File: src/rtl/watch_time_core.sv
// Clock-mode timekeeping: centisecond/second/minute/hour chain with per-field adjust buttons.
// Optional auto-repeat of held adjust buttons is enabled by defining WATCH_AUTO_REPEAT_EN.
module watch_time_core #(
  parameter int TICK_DIV  = 100,
  parameter int INIT_HOUR = 12
) (
  input  logic       clk,
  input  logic       rst,
  input  logic       i_tick,
  input  logic       btn_sec,
  input  logic       btn_min,
  input  logic       btn_hour,
  output logic [6:0] o_msec,
  output logic [5:0] o_sec,
  output logic [5:0] o_min,
  output logic [4:0] o_hour,
  output logic       o_sec_pulse
);

  localparam logic [6:0] MSEC_MAX  = 7'(TICK_DIV - 1);
  localparam logic [4:0] HOUR_INIT = 5'(INIT_HOUR);

  // Bit 0 = sec, bit 1 = min, bit 2 = hour
  logic [2:0] btn, btn_q, edge_evt, adj_evt;

  logic [6:0] msec_q, msec_d;
  logic [5:0] sec_q, sec_d, min_q, min_d;
  logic [4:0] hour_q, hour_d;
  logic       sec_pulse_q;
  logic       msec_wrap, sec_carry, min_carry;

  assign btn      = {btn_hour, btn_min, btn_sec};
  assign edge_evt = btn & ~btn_q;

`ifdef WATCH_AUTO_REPEAT_EN
  typedef enum logic {HOLD_WAIT, REPEAT} rpt_state_t;

  rpt_state_t rpt_state_q [3];
  rpt_state_t rpt_state_d [3];
  logic [5:0] rpt_cnt_q   [3];
  logic [5:0] rpt_cnt_d   [3];
  logic [2:0] rpt_evt;

  always_ff @(posedge clk) begin
    for (int unsigned i = 0; i < 3; i++) begin
      if (rst) begin
        rpt_state_q[i] <= HOLD_WAIT;
        rpt_cnt_q[i]   <= '0;
      end else begin
        rpt_state_q[i] <= rpt_state_d[i];
        rpt_cnt_q[i]   <= rpt_cnt_d[i];
      end
    end
  end

  // Released buttons park in HOLD_WAIT with a cleared count; ticks only advance held ones
  always_comb begin
    for (int unsigned i = 0; i < 3; i++) begin
      rpt_state_d[i] = rpt_state_q[i];
      rpt_cnt_d[i]   = rpt_cnt_q[i];
      rpt_evt[i]     = 1'b0;
      if (!btn[i]) begin
        rpt_state_d[i] = HOLD_WAIT;
        rpt_cnt_d[i]   = '0;
      end else if (i_tick) begin
        case (rpt_state_q[i])
          HOLD_WAIT: begin
            if (rpt_cnt_q[i] == 6'd49) begin
              rpt_evt[i]     = 1'b1;
              rpt_state_d[i] = REPEAT;
              rpt_cnt_d[i]   = '0;
            end else begin
              rpt_cnt_d[i] = rpt_cnt_q[i] + 6'd1;
            end
          end
          REPEAT: begin
            if (rpt_cnt_q[i] == 6'd9) begin
              rpt_evt[i]   = 1'b1;
              rpt_cnt_d[i] = '0;
            end else begin
              rpt_cnt_d[i] = rpt_cnt_q[i] + 6'd1;
            end
          end
          default: begin
            rpt_state_d[i] = HOLD_WAIT;
            rpt_cnt_d[i]   = '0;
          end
        endcase
      end
    end
  end

  assign adj_evt = edge_evt | rpt_evt;
`else
  assign adj_evt = edge_evt;
`endif

  // An adjusted field ignores its incoming carry and emits none in that cycle
  always_comb begin
    msec_wrap = i_tick && (msec_q == MSEC_MAX);
    msec_d    = msec_q;
    if (i_tick) msec_d = msec_wrap ? '0 : msec_q + 7'd1;

    sec_d     = sec_q;
    sec_carry = 1'b0;
    if (adj_evt[0]) begin
      sec_d = (sec_q == 6'd59) ? '0 : sec_q + 6'd1;
    end else if (msec_wrap) begin
      sec_d     = (sec_q == 6'd59) ? '0 : sec_q + 6'd1;
      sec_carry = (sec_q == 6'd59);
    end

    min_d     = min_q;
    min_carry = 1'b0;
    if (adj_evt[1]) begin
      min_d = (min_q == 6'd59) ? '0 : min_q + 6'd1;
    end else if (sec_carry) begin
      min_d     = (min_q == 6'd59) ? '0 : min_q + 6'd1;
      min_carry = (min_q == 6'd59);
    end

    hour_d = hour_q;
    if (adj_evt[2] || min_carry) hour_d = (hour_q == 5'd23) ? '0 : hour_q + 5'd1;
  end

  always_ff @(posedge clk) begin
    if (rst) begin
      btn_q       <= '0;
      msec_q      <= '0;
      sec_q       <= '0;
      min_q       <= '0;
      hour_q      <= HOUR_INIT;
      sec_pulse_q <= 1'b0;
    end else begin
      btn_q       <= btn;
      msec_q      <= msec_d;
      sec_q       <= sec_d;
      min_q       <= min_d;
      hour_q      <= hour_d;
      sec_pulse_q <= msec_wrap;
    end
  end

  assign o_msec      = msec_q;
  assign o_sec       = sec_q;
  assign o_min       = min_q;
  assign o_hour      = hour_q;
  assign o_sec_pulse = sec_pulse_q;

endmodule

File: config.mk
export PLATFORM = sky130hd
export DESIGN_NAME = watch_time_core
export DESIGN_NICKNAME = d
export VERILOG_FILES = /design/src/rtl/watch_time_core.sv
export SDC_FILE = /design/constraint.sdc
export NUM_CORES = 1
export LEC_CHECK = 0
export CORE_UTILIZATION = 52
export CTS_CLUSTER_DIAMETER = 200
export CTS_CLUSTER_SIZE = 24
export DETAILED_ROUTE_END_ITERATION = 10
export PLACE_DENSITY = 0.83
export SYNTH_ARGS = -nofsm -noshare
export SYNTH_HDL_FRONTEND = slang
export SYNTH_SLANG_ARGS = --single-unit
File: constraint.sdc
create_clock -name clk -period 4.8 [get_ports clk]
set_input_delay 1.2 -clock clk [delete_from_list [all_inputs] [get_ports clk]]
set_output_delay 1.2 -clock clk [all_outputs]
set_load 0.01 [all_outputs]
* After elaboration in Yosys (flattened, before gate mapping)
Cells that the tools add are included.
** Storage, ports and cells
- Logic and storage cells :: 32
- Flip-flop bits (word level) :: 28
- Input port bits :: 6
- Output and inout bits :: 25
** Cells by class
- Add/subtract/negate cells :: 4
- Mux-type cells :: 12
- Reduce and logical (&&, ||, !) cells :: 4
- Bitwise logic cells :: 2
- Equal/unequal tests :: 4
** Operators with widths (number)
- 6-bit 2-to-1 mux :: 6
- 6-bit by 1-bit adder with 6-bit output, second input constant :: 2
- 6-bit == test, second input constant :: 2
- 7-bit by 1-bit adder with 7-bit output, second input constant :: 1
- 7-bit == test, second input constant :: 1
- 7-bit 2-to-1 mux :: 1
- 5-bit by 1-bit adder with 5-bit output, second input constant :: 1
- 5-bit == test, second input constant :: 1
- 5-bit 2-to-1 mux :: 1
- 1-bit 2-to-1 mux :: 4
- 2-bit nonzero test :: 2
- 3-bit AND :: 1
- 3-bit NOT :: 1
- 1-bit logical AND :: 1
- 1-bit logical OR :: 1

* Longest topological paths before layout
- Word-level depth :: 7
- Gate-level depth with buffers :: 6
- Mapped depth without buffers :: 6

* Least setup slack after synthesis
OpenSTA, ideal clock, no wires.
- Path kind :: input -> register
- Start point :: in i_tick
- End point :: reg min_q[5], in the netlist o_min[5]
- Required time :: 4730 ps
- Arrival time :: 2507 ps
- Setup slack :: 2224 ps
- Stages on the path :: 6
- Library setup time :: 70 ps
- Path through :: clkbuf_1 -> nand4_4 -> nor2_8 -> a21boi_4 -> or4_1 -> a21oi_1
** Between the ends
- Cells in the longest elaborated chain, start to end :: 4
** RTL lines
- start, declared :: line 9 : input logic i_tick,
- 1-bit logical AND :: line 100 : msec_wrap = i_tick && (msec_q == MSEC_MAX);
- 1-bit 2-to-1 mux :: line 108 : end else if (msec_wrap) begin
- 1-bit 2-to-1 mux :: line 106 : if (adj_evt[0]) begin
- 2-bit nonzero test (no source line)
- end signal, assigned :: line 138 : min_q <= min_d;
- end, declared :: line 27 : logic [5:0] sec_q, sec_d, min_q, min_d;
Every way passes these cells.
A chain may end at the register's enable or synchronous reset.

* Final worst setup path
- Start point :: in i_tick
- End point :: reg sec_q[4], in the netlist o_sec[4]
** Between the ends
- Cells in the longest elaborated chain, start to end :: 2
** RTL lines
- 1-bit logical AND :: line 100
- 2-bit nonzero test (no source line)
- end signal, assigned :: line 130 : sec_q <= '0;
- end signal, assigned :: line 137 : sec_q <= sec_d;
- end, declared :: line 27
Every way passes these cells.

==> flow_summary.ini <==
[setup_path]
reg2reg_to = o_sec[4]
critical_path.max_fanout = 7
crit_start = i_tick
critical_path.endpoint_type = register
critical_path_required_ns = 5.05
arrival_ns = 3.04
regToRegStartpoint = o_msec[0]
critical-path-max-stage-delay_ns = 0.66
crit_end = o_sec[4]
worstSetupStartpointType = primary input
path_class = primary input to register
worst-r2r-cell-count = 6
worst-r2r-setup-slack_ns = 2.85
path_cells = clkdlybuf4s50_1, nand4_4, o21ai_2, nand3_1, or3b_1, a21oi_1
critPathSlowestCell = clkdlybuf4s50_1

[detailed_routing]
drc = 0
routedWlPerCell_um = 13.5
routed-via-count = 1121
detail_route.first_pass.iterations = 4
detail-route-antenna-nets = 0
avgViaCountPerCell = 5.55
dr.first_iter.drc_count = 23
route.final.wire_length_um = 2720

[pwr]
leakage_nw = 0.599
power_density_nw_per_um2 = 243
vdd_ir_drop_max_uv = 186

[clock_tree]
cts.sink_count = 28
cts_resized = 0
cts_tree = yes
cts.htree.levels = 1
count_of_hold_fix_buffers_inserted_at_cts = 0
cts_setup_buffers = 0
cts_made_buffers = 3
clock_tree.buffer_depth = 2
clk_pin_slew_worst_paths_ns = 0.14
clock_insertion_delay_at_the_later_pin_of_the_skew_report_ns = 0.32
clock_root_buffer = clkbuf_4

[grt]
antenna_found_initial = 0
overflow = 0
grt_start_max_net_pins = 27
first_global_vias = 1028
grt_pass1_wl_um = 4440
track_usage_pct = 21.7

[placed_design]
detailedPlacementHpwl_um = 2000
gp_congestion = 0.837
detailedPlace.worstSlack_ns = 1.69
port_buffers = 30
placedCellCount = 198

[timing]
final-hold-violation-count = 0
period_minus_slack_ns = 2.79
skew_ns = 0.00299
period_share_pct = 58.0
max_slew_margin_pct = 38.8
fin_tns_setup_ns = 0
timing.final.setup_violations = 0
fin_hold_ws_ns = 0.511
slew_viol_final = 0
max_slew.worst_pin.slew_ns = 0.916
post-route-worst-setup-slack_ns = 2.01
fmax_mhz = 359
grt_setup_unrepaired = false

[floorplanning]
floorplan.initialDensity_pct = 57.3
die_width_um = 52.5
std_cell_rows = 17
die-area_um2 = 2760
coreArea_um2 = 2320
fp.dieH_um = 52.5
number_of_placed_i_o_pins = 31

[final_layout]
final_cells = 202
antennaDiodeCount = 0
area_delta_synth_final_pct = 26.0
proportion_of_layout_cells_with_a_drive_suffix_above_1_pct = 9.20
design.final.nets = 185

[synthesis]
synth.yosys.warnings = 0
synth_top_cells_by_count = 28 x dfxtp_1, 14 x nor2_1, 13 x nand2_1
post-synth-top-area-fraction_pct = 42.2
ys_seq_elements = 28
netlist_area_um2 = 1330
synthDominantAreaCellType = dfxtp_1
synth_sequential_area_ratio_pct = 42.2
post_synth_inst_count = 144
number_of_enable_type_register_cells_in_the_synthesized_netlist = 0
mappedNetlistNets = 154
syn_area_per_cell_um2 = 9.22
synthMostInstantiatedCell = dfxtp_1
netlist-cell-type-count = 44
ys_async_sr_fraction_pct = 0
ys_dominant_reg_cell = dfxtp_1
ys_top_cells_by_area = dfxtp_1 42%, nor2_1 4.0%, xor2_1 4.0%

[min_path]
holdCritPathClass = register to register
worstHoldPathCells = 2

[run_status]
status = complete, no violations

[job]
maxCapViolCount = 0
[power by group]
group          switching (mW)  internal [mW]  total, mW
logic                  0.0220         0.0250     0.0470
clock network          0.0667         0.0464      0.113
registers             0.00725          0.239      0.247
[logic make-up after synthesis]
logic type                 after synthesis  synth area share, %
and+or+nand+nor                         68                 29.9
DFF                                     28                 42.2
muxes                                    3                 2.26
xor gates and xnor gates                 9                 5.94
AOI/OAI and AO/OA                       27                 13.7
adders and majority gates                4                 3.77
buffers and inverters                    5                 2.26
[cells in the final DEF (no fill, tap or decap), drive strengths merged, types with 2 or more instances in the layout]
cell type / netlist / layout
a21oi: 10 / 10
and3: 3 / 3
clkbuf: 2 / 4
clkdlybuf4s50: 0 / 30
dfxtp: 28 / 28
ha: 4 / 4
mux2i: 3 / 3
nand2: 13 / 13
nand2b: 3 / 3
nand3: 6 / 6
nand4: 6 / 6
nor2: 15 / 15
nor2b: 4 / 4
nor3: 6 / 6
o21ai: 7 / 7
or2b: 2 / 2
or3: 3 / 3
or3b: 2 / 2
or4: 2 / 2
xnor2: 3 / 3
xor2: 6 / 6
[final cells by class]
cell class | instances | area (um2)
sequential | 28 | 561
fill | 184 | 646
clock buffer | 4 | 36.3
timing repair buffer | 30 | 300
inverter | 1 | 3.75
multi-input combinational | 111 | 737
tap | 28 | 35.0
[per-stage QoR]
stage                     power [mW]  utilization, %  cell area [um2]
final                          0.407            72.2             1670
after global routing           0.420            72.2             1670
after CTS                      0.409            72.2             1670
after detailed placement       0.299            70.6             1640
after global placement         0.297            70.6             1640
after floorplan                0.279               -             1330
[metal layers]
metal / vias up / wire, um / share of wire (%) / global-route usage (%)
li1: 574 / - / - / -
met1: 520 / 1270 / 47 / 27.7
met2: 23 / 1330 / 49 / 36.7
met3: 4 / 91 / 3.3 / 2.90
met4: 0 / 29 / 1.1 / 7.89
met5: - / 0 / 0 / 0
[registers in the layout (all words and copies together), names as in the netlist]
signal	count
btn_q	3
o_hour	5
o_min	6
o_msec	7
o_sec	6
o_sec_pulse	1
[critical path, delay by kind of cell]
family                 cells  cell delay [ns]
and+or+nand+nor            3             0.70
AOI/OAI and AO/OA          2             0.48
buffers and inverters      1             0.66
[worst min path at each step]
stage	from	end	slack, ns
4_1_cts	o_hour[4]	o_hour[4]	0.51
6_report	o_hour[4]	o_hour[4]	0.51
3_3_place_gp	o_hour[4]	o_hour[4]	0.49
5_1_grt	o_min[1]	o_min[1]	0.54
3_5_place_dp	o_hour[4]	o_hour[4]	0.50
2_1_floorplan	o_min[1]	o_min[1]	0.50
(Power assumes the default switching activity.)
